`src/rtl/syn_pkg.sv`:
```
`default_nettype none
// ============================================================================
// Module      : syn_pkg
// Description : Shared types, current limits and saturation helper for the
//               synaptic current stage.
// Revision    : 1.0 - initial release
// ============================================================================
package syn_pkg;

    typedef enum logic [1:0] {
        ACCUM   = 2'd0,
        DECAY   = 2'd1,
        PUBLISH = 2'd2
    } syn_state_e;

    localparam int I_MAX = 127;
    localparam int I_MIN = -128;

    // Clamp a signed value into the range of a WIDTH-bit two's-complement number.
    function automatic logic signed [31:0] sat_signed(input logic signed [31:0] val,
                                                      input int                 width);
        logic signed [31:0] hi;
        logic signed [31:0] lo;
        hi = (32'sd1 <<< (width - 1)) - 32'sd1;
        lo = -(32'sd1 <<< (width - 1));
        if (val > hi)
            return hi;
        else if (val < lo)
            return lo;
        else
            return val;
    endfunction

endpackage
`default_nettype wire

```
`src/rtl/syn_weight_ram.sv`:
```
`default_nettype none
// ============================================================================
// Module      : syn_weight_ram
// Description : N_SYN x 8 synaptic weight register file, one write port and
//               one combinational read port.
// Revision    : 1.0 - initial release
// ============================================================================
module syn_weight_ram #(
    parameter int N_SYN  = 16,
    parameter int ADDR_W = 4
) (
    input  logic              clk,
    input  logic              rst_n,
    input  logic              we,
    input  logic [ADDR_W-1:0] waddr,
    input  logic [7:0]        wdata,
    input  logic [ADDR_W-1:0] raddr,
    output logic [7:0]        rdata
);

    logic [7:0] r_mem [N_SYN];

    always_ff @(posedge clk or negedge rst_n) begin
        if (!rst_n) begin
            for (int i = 0; i < N_SYN; i++)
                r_mem[i] <= '0;
        end else if (we) begin
            r_mem[waddr] <= wdata;
        end
    end

    // Read is combinational: a same-cycle write is only visible next cycle.
    assign rdata = r_mem[raddr];

endmodule
`default_nettype wire

```
`src/rtl/syn_current_8b.sv`:
```
`default_nettype none
// ============================================================================
// Module      : syn_current_8b
// Description : Weighted spike accumulator with leaky synaptic current,
//               published once per timestep tick as a saturated 8-bit value.
// Revision    : 1.0 - initial release
// ============================================================================
module syn_current_8b
    import syn_pkg::*;
#(
    parameter int N_SYN       = 16,
    parameter int ADDR_W      = 4,
    parameter int ACC_W       = 12,
    parameter int DECAY_SHIFT = 2
) (
    input  logic                clk,
    input  logic                rst_n,
    input  logic                spike_valid,
    input  logic [ADDR_W-1:0]   spike_addr,
    output logic                spike_ready,
    input  logic                w_we,
    input  logic [ADDR_W-1:0]   w_addr,
    input  logic [7:0]          w_data,
    input  logic                tick,
    output logic signed [7:0]   I_syn,
    output logic                I_syn_valid,
    output logic                acc_sat,
    output logic                tick_overrun
);

    syn_state_e               r_state;
    syn_state_e               w_state_next;
    logic                     w_ready;
    logic [7:0]               w_rdata;
    logic signed [7:0]        w_weight;
    logic signed [ACC_W-1:0]  r_acc;
    logic signed [ACC_W:0]    w_acc_sum;
    logic signed [ACC_W-1:0]  w_acc_sat;
    logic                     w_acc_ovf;
    logic                     w_spike_fire;
    logic signed [ACC_W+1:0]  w_i_ext;
    logic signed [ACC_W+1:0]  w_i_sum;
    logic signed [7:0]        w_i_clamped;
    logic signed [7:0]        r_i_syn;
    logic signed [7:0]        r_i_next;
    logic                     r_i_valid;
    logic                     r_acc_sat;
    logic                     r_tick_overrun;

    syn_weight_ram #(
        .N_SYN  (N_SYN),
        .ADDR_W (ADDR_W)
    ) u_weight_ram (
        .clk   (clk),
        .rst_n (rst_n),
        .we    (w_we),
        .waddr (w_addr),
        .wdata (w_data),
        .raddr (spike_addr),
        .rdata (w_rdata)
    );

    assign w_weight     = w_rdata;
    assign w_spike_fire = spike_valid & w_ready;

    // One extra bit holds any acc+weight sum exactly; overflow shows as a sign split.
    assign w_acc_sum = (ACC_W+1)'(r_acc) + (ACC_W+1)'(w_weight);
    assign w_acc_ovf = w_acc_sum[ACC_W] ^ w_acc_sum[ACC_W-1];
    assign w_acc_sat = ACC_W'(sat_signed(32'(w_acc_sum), ACC_W));

    assign w_i_ext = (ACC_W+2)'(r_i_syn);
    assign w_i_sum = w_i_ext - (w_i_ext >>> DECAY_SHIFT) + (ACC_W+2)'(r_acc);

    always_comb begin
        w_i_clamped = w_i_sum[7:0];
        if (w_i_sum > I_MAX)
            w_i_clamped = 8'(I_MAX);
        else if (w_i_sum < I_MIN)
            w_i_clamped = 8'(I_MIN);
    end

    always_ff @(posedge clk or negedge rst_n) begin
        if (!rst_n)
            r_state <= ACCUM;
        else
            r_state <= w_state_next;
    end

    always_comb begin
        w_state_next = r_state;
        w_ready      = 1'b0;
        case (r_state)
            ACCUM: begin
                w_ready = 1'b1;
                if (tick)
                    w_state_next = DECAY;
            end
            DECAY:   w_state_next = PUBLISH;
            PUBLISH: w_state_next = ACCUM;
            default: w_state_next = ACCUM;
        endcase
    end

    always_ff @(posedge clk or negedge rst_n) begin
        if (!rst_n) begin
            r_acc          <= '0;
            r_i_syn        <= '0;
            r_i_next       <= '0;
            r_i_valid      <= 1'b0;
            r_acc_sat      <= 1'b0;
            r_tick_overrun <= 1'b0;
        end else begin
            r_i_valid <= 1'b0;
            if (tick && (r_state != ACCUM))
                r_tick_overrun <= 1'b1;
            case (r_state)
                ACCUM: begin
                    if (w_spike_fire) begin
                        r_acc <= w_acc_sat;
                        if (w_acc_ovf)
                            r_acc_sat <= 1'b1;
                    end
                end
                DECAY:   r_i_next <= w_i_clamped;
                PUBLISH: begin
                    r_i_syn   <= r_i_next;
                    r_i_valid <= 1'b1;
                    r_acc     <= '0;
                end
                default: ;
            endcase
        end
    end

    assign spike_ready  = w_ready;
    assign I_syn        = r_i_syn;
    assign I_syn_valid  = r_i_valid;
    assign acc_sat      = r_acc_sat;
    assign tick_overrun = r_tick_overrun;

endmodule
`default_nettype wire

```
`config.mk`:
```
export PLATFORM = sky130hd
export DESIGN_NAME = syn_current_8b
export DESIGN_NICKNAME = d
export VERILOG_FILES = /design/src/rtl/syn_pkg.sv /design/src/rtl/syn_weight_ram.sv /design/src/rtl/syn_current_8b.sv
export SDC_FILE = /design/constraint.sdc
export NUM_CORES = 1
export LEC_CHECK = 0
export BUFFER_PORTS_ARGS = -buffer_cell sky130_fd_sc_hd__buf_2
export CAP_MARGIN = 20
export CORE_MARGIN = 4
export CORE_UTILIZATION = 35
export DETAILED_ROUTE_END_ITERATION = 12
export SLEW_MARGIN = 20
export SYNTH_ARGS = -nofsm -noshare
export SYNTH_HDL_FRONTEND = slang
export SYNTH_SLANG_ARGS = --single-unit
```
`constraint.sdc`:
```
create_clock -name clk -period 4.8 [get_ports clk]
set_input_delay 0.96 -clock clk [delete_from_list [all_inputs] [get_ports clk]]
set_output_delay 0.96 -clock clk [all_outputs]
set_load 0.02 [all_outputs]
```
==> results by stage <==
Synth:
- The distinct cell type count of the synthesized netlist is 50.
- The synthesized instance count is 670.
- Yosys mapped a number of flops with a built-in enable equal to 0.
- The async set or reset register ratio after synthesis is 100.0%.
- After synthesis the cells add up to 8662 sq um.
- For this run, the leading register cell type out of synthesis is sky130_fd_sc_hd__dfrtp_1.
- The synthesized net count is 726.
- In this run the mean area of a mapped cell was 12.93 sq um.
- The number of warning messages in the yosys log is 0.
- The synthesized design contains 161 register bits.
- The sequential-to-total area share from yosys stat is 46.51%.

Detailed routing:
- The detail-routed via count per cell is 5.083.
- The post-route DRC violation count is 0.
- The total wire length is 18430 microns.
- After detailed routing, the average wire length per cell comes to 17.29 microns.
- The count of routing violations after the opening detailed-route iteration is 244.
- The number of detailed-routing iterations run before antenna repair is 4.
- The number of vias after detailed routing is 5419.
- The antenna violation net count after detailed routing is 0.

Power:
- For this design the ratio of total power to cell area is 703.7 nW/um^2.
- The worst-case IR drop observed on VDD is 0.0003472 V.
- For this design the static power due to leakage is 4.345 nW.
- Overall power consumption after layout is estimated at 7.067 mW.

Timing:
- The total count of max-transition violations in the final report is 0.
- The time the final worst path needs with I/O delays and setup is 4.524 ns.
- After routing, the total negative slack on setup checks comes to 0 ns.
- The setup violation total in the final timing report is 0.
- The portion of the clock cycle consumed by the worst path in the final layout is 94.25%.
- At the pin with the least slew margin, the transition time is 0.9819 ns.
- Setup repair after global routing left no endpoint under its margin.
- The maximum achievable frequency is 221.1 MHz.
- The final hold violation count is 0.
- Measured against its own limit, the worst slew margin works out to 34.30%.
- The setup clock skew after layout is 0.01373 ns.

Placed design:
- The congestion estimate from routability-driven global placement came to 0.8216.
- Buffers placed on the I/O ports in this run total 32.
- Detailed placement ended at an HPWL of 13260 microns.
- The placed instances occupy a cell area of 9453 sq um.
- The number of placed instances, taps included is 1034.

Die:
- Measured along the x axis, the die boundary spans 165.3 microns.
- The floorplan step defined a core boundary enclosing 24320 sq um.
- The area enclosed by the die boundary is 27330 sq um.
- In this run the vertical extent of the chip is 165.3 microns.
- The initial utilization of the core area, before any placement, comes to 35.62%.
- The total I/O pin count is 33.
- The number of placement rows is 57.

Final layout:
- The area overhead of the layout relative to synthesis is 15.93%.
- The final non-filler cell total is 1066.
- The final core utilization is 41.29%.
- The repair_antennas step left the layout with diodes totalling 0.
- For this run, the post-layout net count is 785.
- After routing the design area is 10040 sq um.
- The share of cells above drive strength 1 is 39.89%.

Setup path:
- The kind of start point of the critical path is an input port.
- The number of cells on the worst reg-to-reg path is 12.
- At the worst endpoint, the required time is 5.14 ns.
- Of all nets on the critical path, the largest fanout is 18.
- The setup check on the worst reg-to-reg path leaves a slack of 0.78 ns.
- The arrival time of the worst setup path is 4.86 ns.
- The type of element capturing the critical path is a flip-flop.
- The critical path class is in -> reg.
- The startpoint of the worst setup timing path is spike_addr[0].
- In this run the critical register-to-register path is captured at r_acc[10].
- The start of the worst register-to-register path is u_weight_ram.r_mem[32].

Clocking:
- The clock transition at the registers of the reported paths is 0.07 ns.
- For the worst-skew pair, the clock arrives at the later sink with an insertion delay of 0.43 ns.
- The clock tree from TritonCTS is built.
- The number of H-tree branching levels is 4.
- Counting the buffers created by CTS gives 17.
- The clock passes through at most 2 buffers.
- Gates resized during post-CTS repair numbered 0.
- After clock tree synthesis, the setup repair step added 0 buffers.
- The number of hold buffers added after CTS was 0.
- The clock tree root driver cell is sky130_fd_sc_hd__clkbuf_16.
- The clock sink total is 161.

GRT:
- The total overflow left after global routing is 0.
- The global router's overall resource usage is 14.41%.
- Entering global routing, the biggest net connects 99 pins.
- The initial antenna violation count is 0.
- The first global-routing pass estimated 30930 microns of wire.
- The via count of the first global-routing pass is 5685.

Job:
- Across the run, the number of max-cap violations was 0.

Worst hold path:
- The startpoint identified for the worst hold timing path is tick_overrun.
- The end point of the most critical hold path is tick_overrun.
- Counting instances, the worst hold path has a depth of 1.
- The tightest min-delay check is of the reg -> reg type.

Run status:
- The run finished with clean final reports.
[synth_stat cells, types with 2 or more instances]
cell | instances | area share [%]
sky130_fd_sc_hd__clkbuf_1 | 24 | 1.0
sky130_fd_sc_hd__or2_2 | 2 | 0.14
sky130_fd_sc_hd__a21oi_1 | 42 | 2.4
sky130_fd_sc_hd__o21bai_1 | 4 | 0.35
sky130_fd_sc_hd__nand2b_1 | 18 | 1.3
sky130_fd_sc_hd__nand3_1 | 5 | 0.29
sky130_fd_sc_hd__a31oi_4 | 2 | 0.49
sky130_fd_sc_hd__mux2i_1 | 2 | 0.23
sky130_fd_sc_hd__nor2_1 | 32 | 1.4
sky130_fd_sc_hd__fa_1 | 8 | 1.8
sky130_fd_sc_hd__a211oi_1 | 5 | 0.43
sky130_fd_sc_hd__dfrtp_1 | 161 | 47
sky130_fd_sc_hd__nor2b_1 | 3 | 0.22
sky130_fd_sc_hd__a2111oi_0 | 3 | 0.30
sky130_fd_sc_hd__o21ai_0 | 20 | 1.2
sky130_fd_sc_hd__o22ai_1 | 8 | 0.58
sky130_fd_sc_hd__o31ai_1 | 2 | 0.17
sky130_fd_sc_hd__ha_1 | 27 | 3.9
sky130_fd_sc_hd__nand2_1 | 20 | 0.87
sky130_fd_sc_hd__and2_1 | 3 | 0.22
sky130_fd_sc_hd__xnor2_1 | 10 | 1.0
sky130_fd_sc_hd__and3_1 | 5 | 0.36
sky130_fd_sc_hd__xor2_1 | 7 | 0.71
sky130_fd_sc_hd__inv_1 | 37 | 1.6
sky130_fd_sc_hd__mux4_2 | 40 | 10
sky130_fd_sc_hd__a211oi_2 | 9 | 1.3
sky130_fd_sc_hd__mux2_2 | 136 | 18
sky130_fd_sc_hd__a31oi_1 | 3 | 0.22
sky130_fd_sc_hd__buf_1 | 6 | 0.26
sky130_fd_sc_hd__nand3b_1 | 3 | 0.26
sky130_fd_sc_hd__or3_1 | 2 | 0.14
sky130_fd_sc_hd__a21o_1 | 2 | 0.17
sky130_fd_sc_hd__nand4_1 | 2 | 0.14
[flip-flops by register name, indices dropped and copies added, names as in the netlist]
name                cells
I_syn_valid             1
I_syn                   8
r_i_next                8
u_weight_ram.r_mem    128
r_state                 2
r_acc                  12
tick_overrun            1
acc_sat                 1
[cells in the final DEF, fill, tap and decap left out, drive strengths merged, types with 6 or more instances in the layout]
master,instances
buf,71
clkinv,6
xor2,7
mux4,40
nand2b,18
ha,27
nor2,32
o22ai,8
xnor2,10
dfrtp,161
o21ai,21
mux2,137
clkbuf,18
nand2,20
fa,8
inv,45
a21oi,42
a211oi,14
[worst max-delay path: stages]
cell and delay, ns:
sky130_fd_sc_hd__buf_2 0.15, sky130_fd_sc_hd__buf_12 0.20, sky130_fd_sc_hd__mux4_2 0.52, sky130_fd_sc_hd__mux4_2 0.51, sky130_fd_sc_hd__ha_1 0.24, sky130_fd_sc_hd__fa_1 0.40, sky130_fd_sc_hd__a211oi_2 0.32, sky130_fd_sc_hd__o31ai_2 0.14
sky130_fd_sc_hd__a31oi_4 0.20, sky130_fd_sc_hd__xnor2_1 0.11, sky130_fd_sc_hd__nor4b_2 0.27, sky130_fd_sc_hd__nand4_1 0.16, sky130_fd_sc_hd__mux2_4 0.42, sky130_fd_sc_hd__a211oi_1 0.24
[worst max path at each step]
stage	endpoint	slack [ns]
after floorplan	r_acc[7]	0.04
final	r_acc[10]	0.28
after global placement	r_acc[10]	-0.10
after global routing	r_acc[10]	0.06
after detailed placement	r_acc[10]	-0.17
after CTS	r_acc[10]	0.27
[stage by stage]
| step | setup slack, ns | hold WS, ns |
|---|---|---|
| 3_3_place_gp | -0.1028 | 0.4467 |
| 6_report | 0.2762 | 0.4714 |
| 5_1_grt | 0.06491 | 0.5123 |
| 3_5_place_dp | -0.1727 | 0.4651 |
| 2_1_floorplan | 0.03547 | 0.4424 |
| 4_1_cts | 0.2699 | 0.4830 |
[report_power, final]
part | switching (mW) | internal [mW]
registers | 0.258 | 1.73
logic | 1.89 | 1.85
clock network | 0.647 | 0.702
total | 2.79 | 4.28
[area by class of cell]
class | instances | area, sq um
clock buffers | 18 | 429.2
fillers | 2234 | 14280
multi-input cells | 441 | 4370
repair buffers | 71 | 509.2
clock inverters | 14 | 160.2
well taps | 324 | 405.4
flip-flops and latches | 161 | 4029
inverters | 37 | 138.9
[layer usage]
| metal | track usage (%) | wire length, microns |
|---|---|---|
| met3 | 3.202 | 512 |
| met2 | 23.57 | 9012 |
| met1 | 19.95 | 8761 |
| met4 | 2.737 | 143 |
| met5 | 0 | 0 |
[kinds of logic (layout without fill, tap and decap cells)]
kind of cell / after synthesis / count (layout) / synth area share [%]
DFF: 161 / 161 / 46.51
adders and majority gates: 35 / 35 / 5.749
buffers and inverters: 68 / 140 / 3.033
and+or+nand+nor: 99 / 99 / 5.763
muxes: 179 / 179 / 28.48
AOI/OAI and AO/OA: 111 / 111 / 8.739
xor gates and xnor gates: 17 / 17 / 1.719
Note: power is estimated with default switching activity, not from simulation.
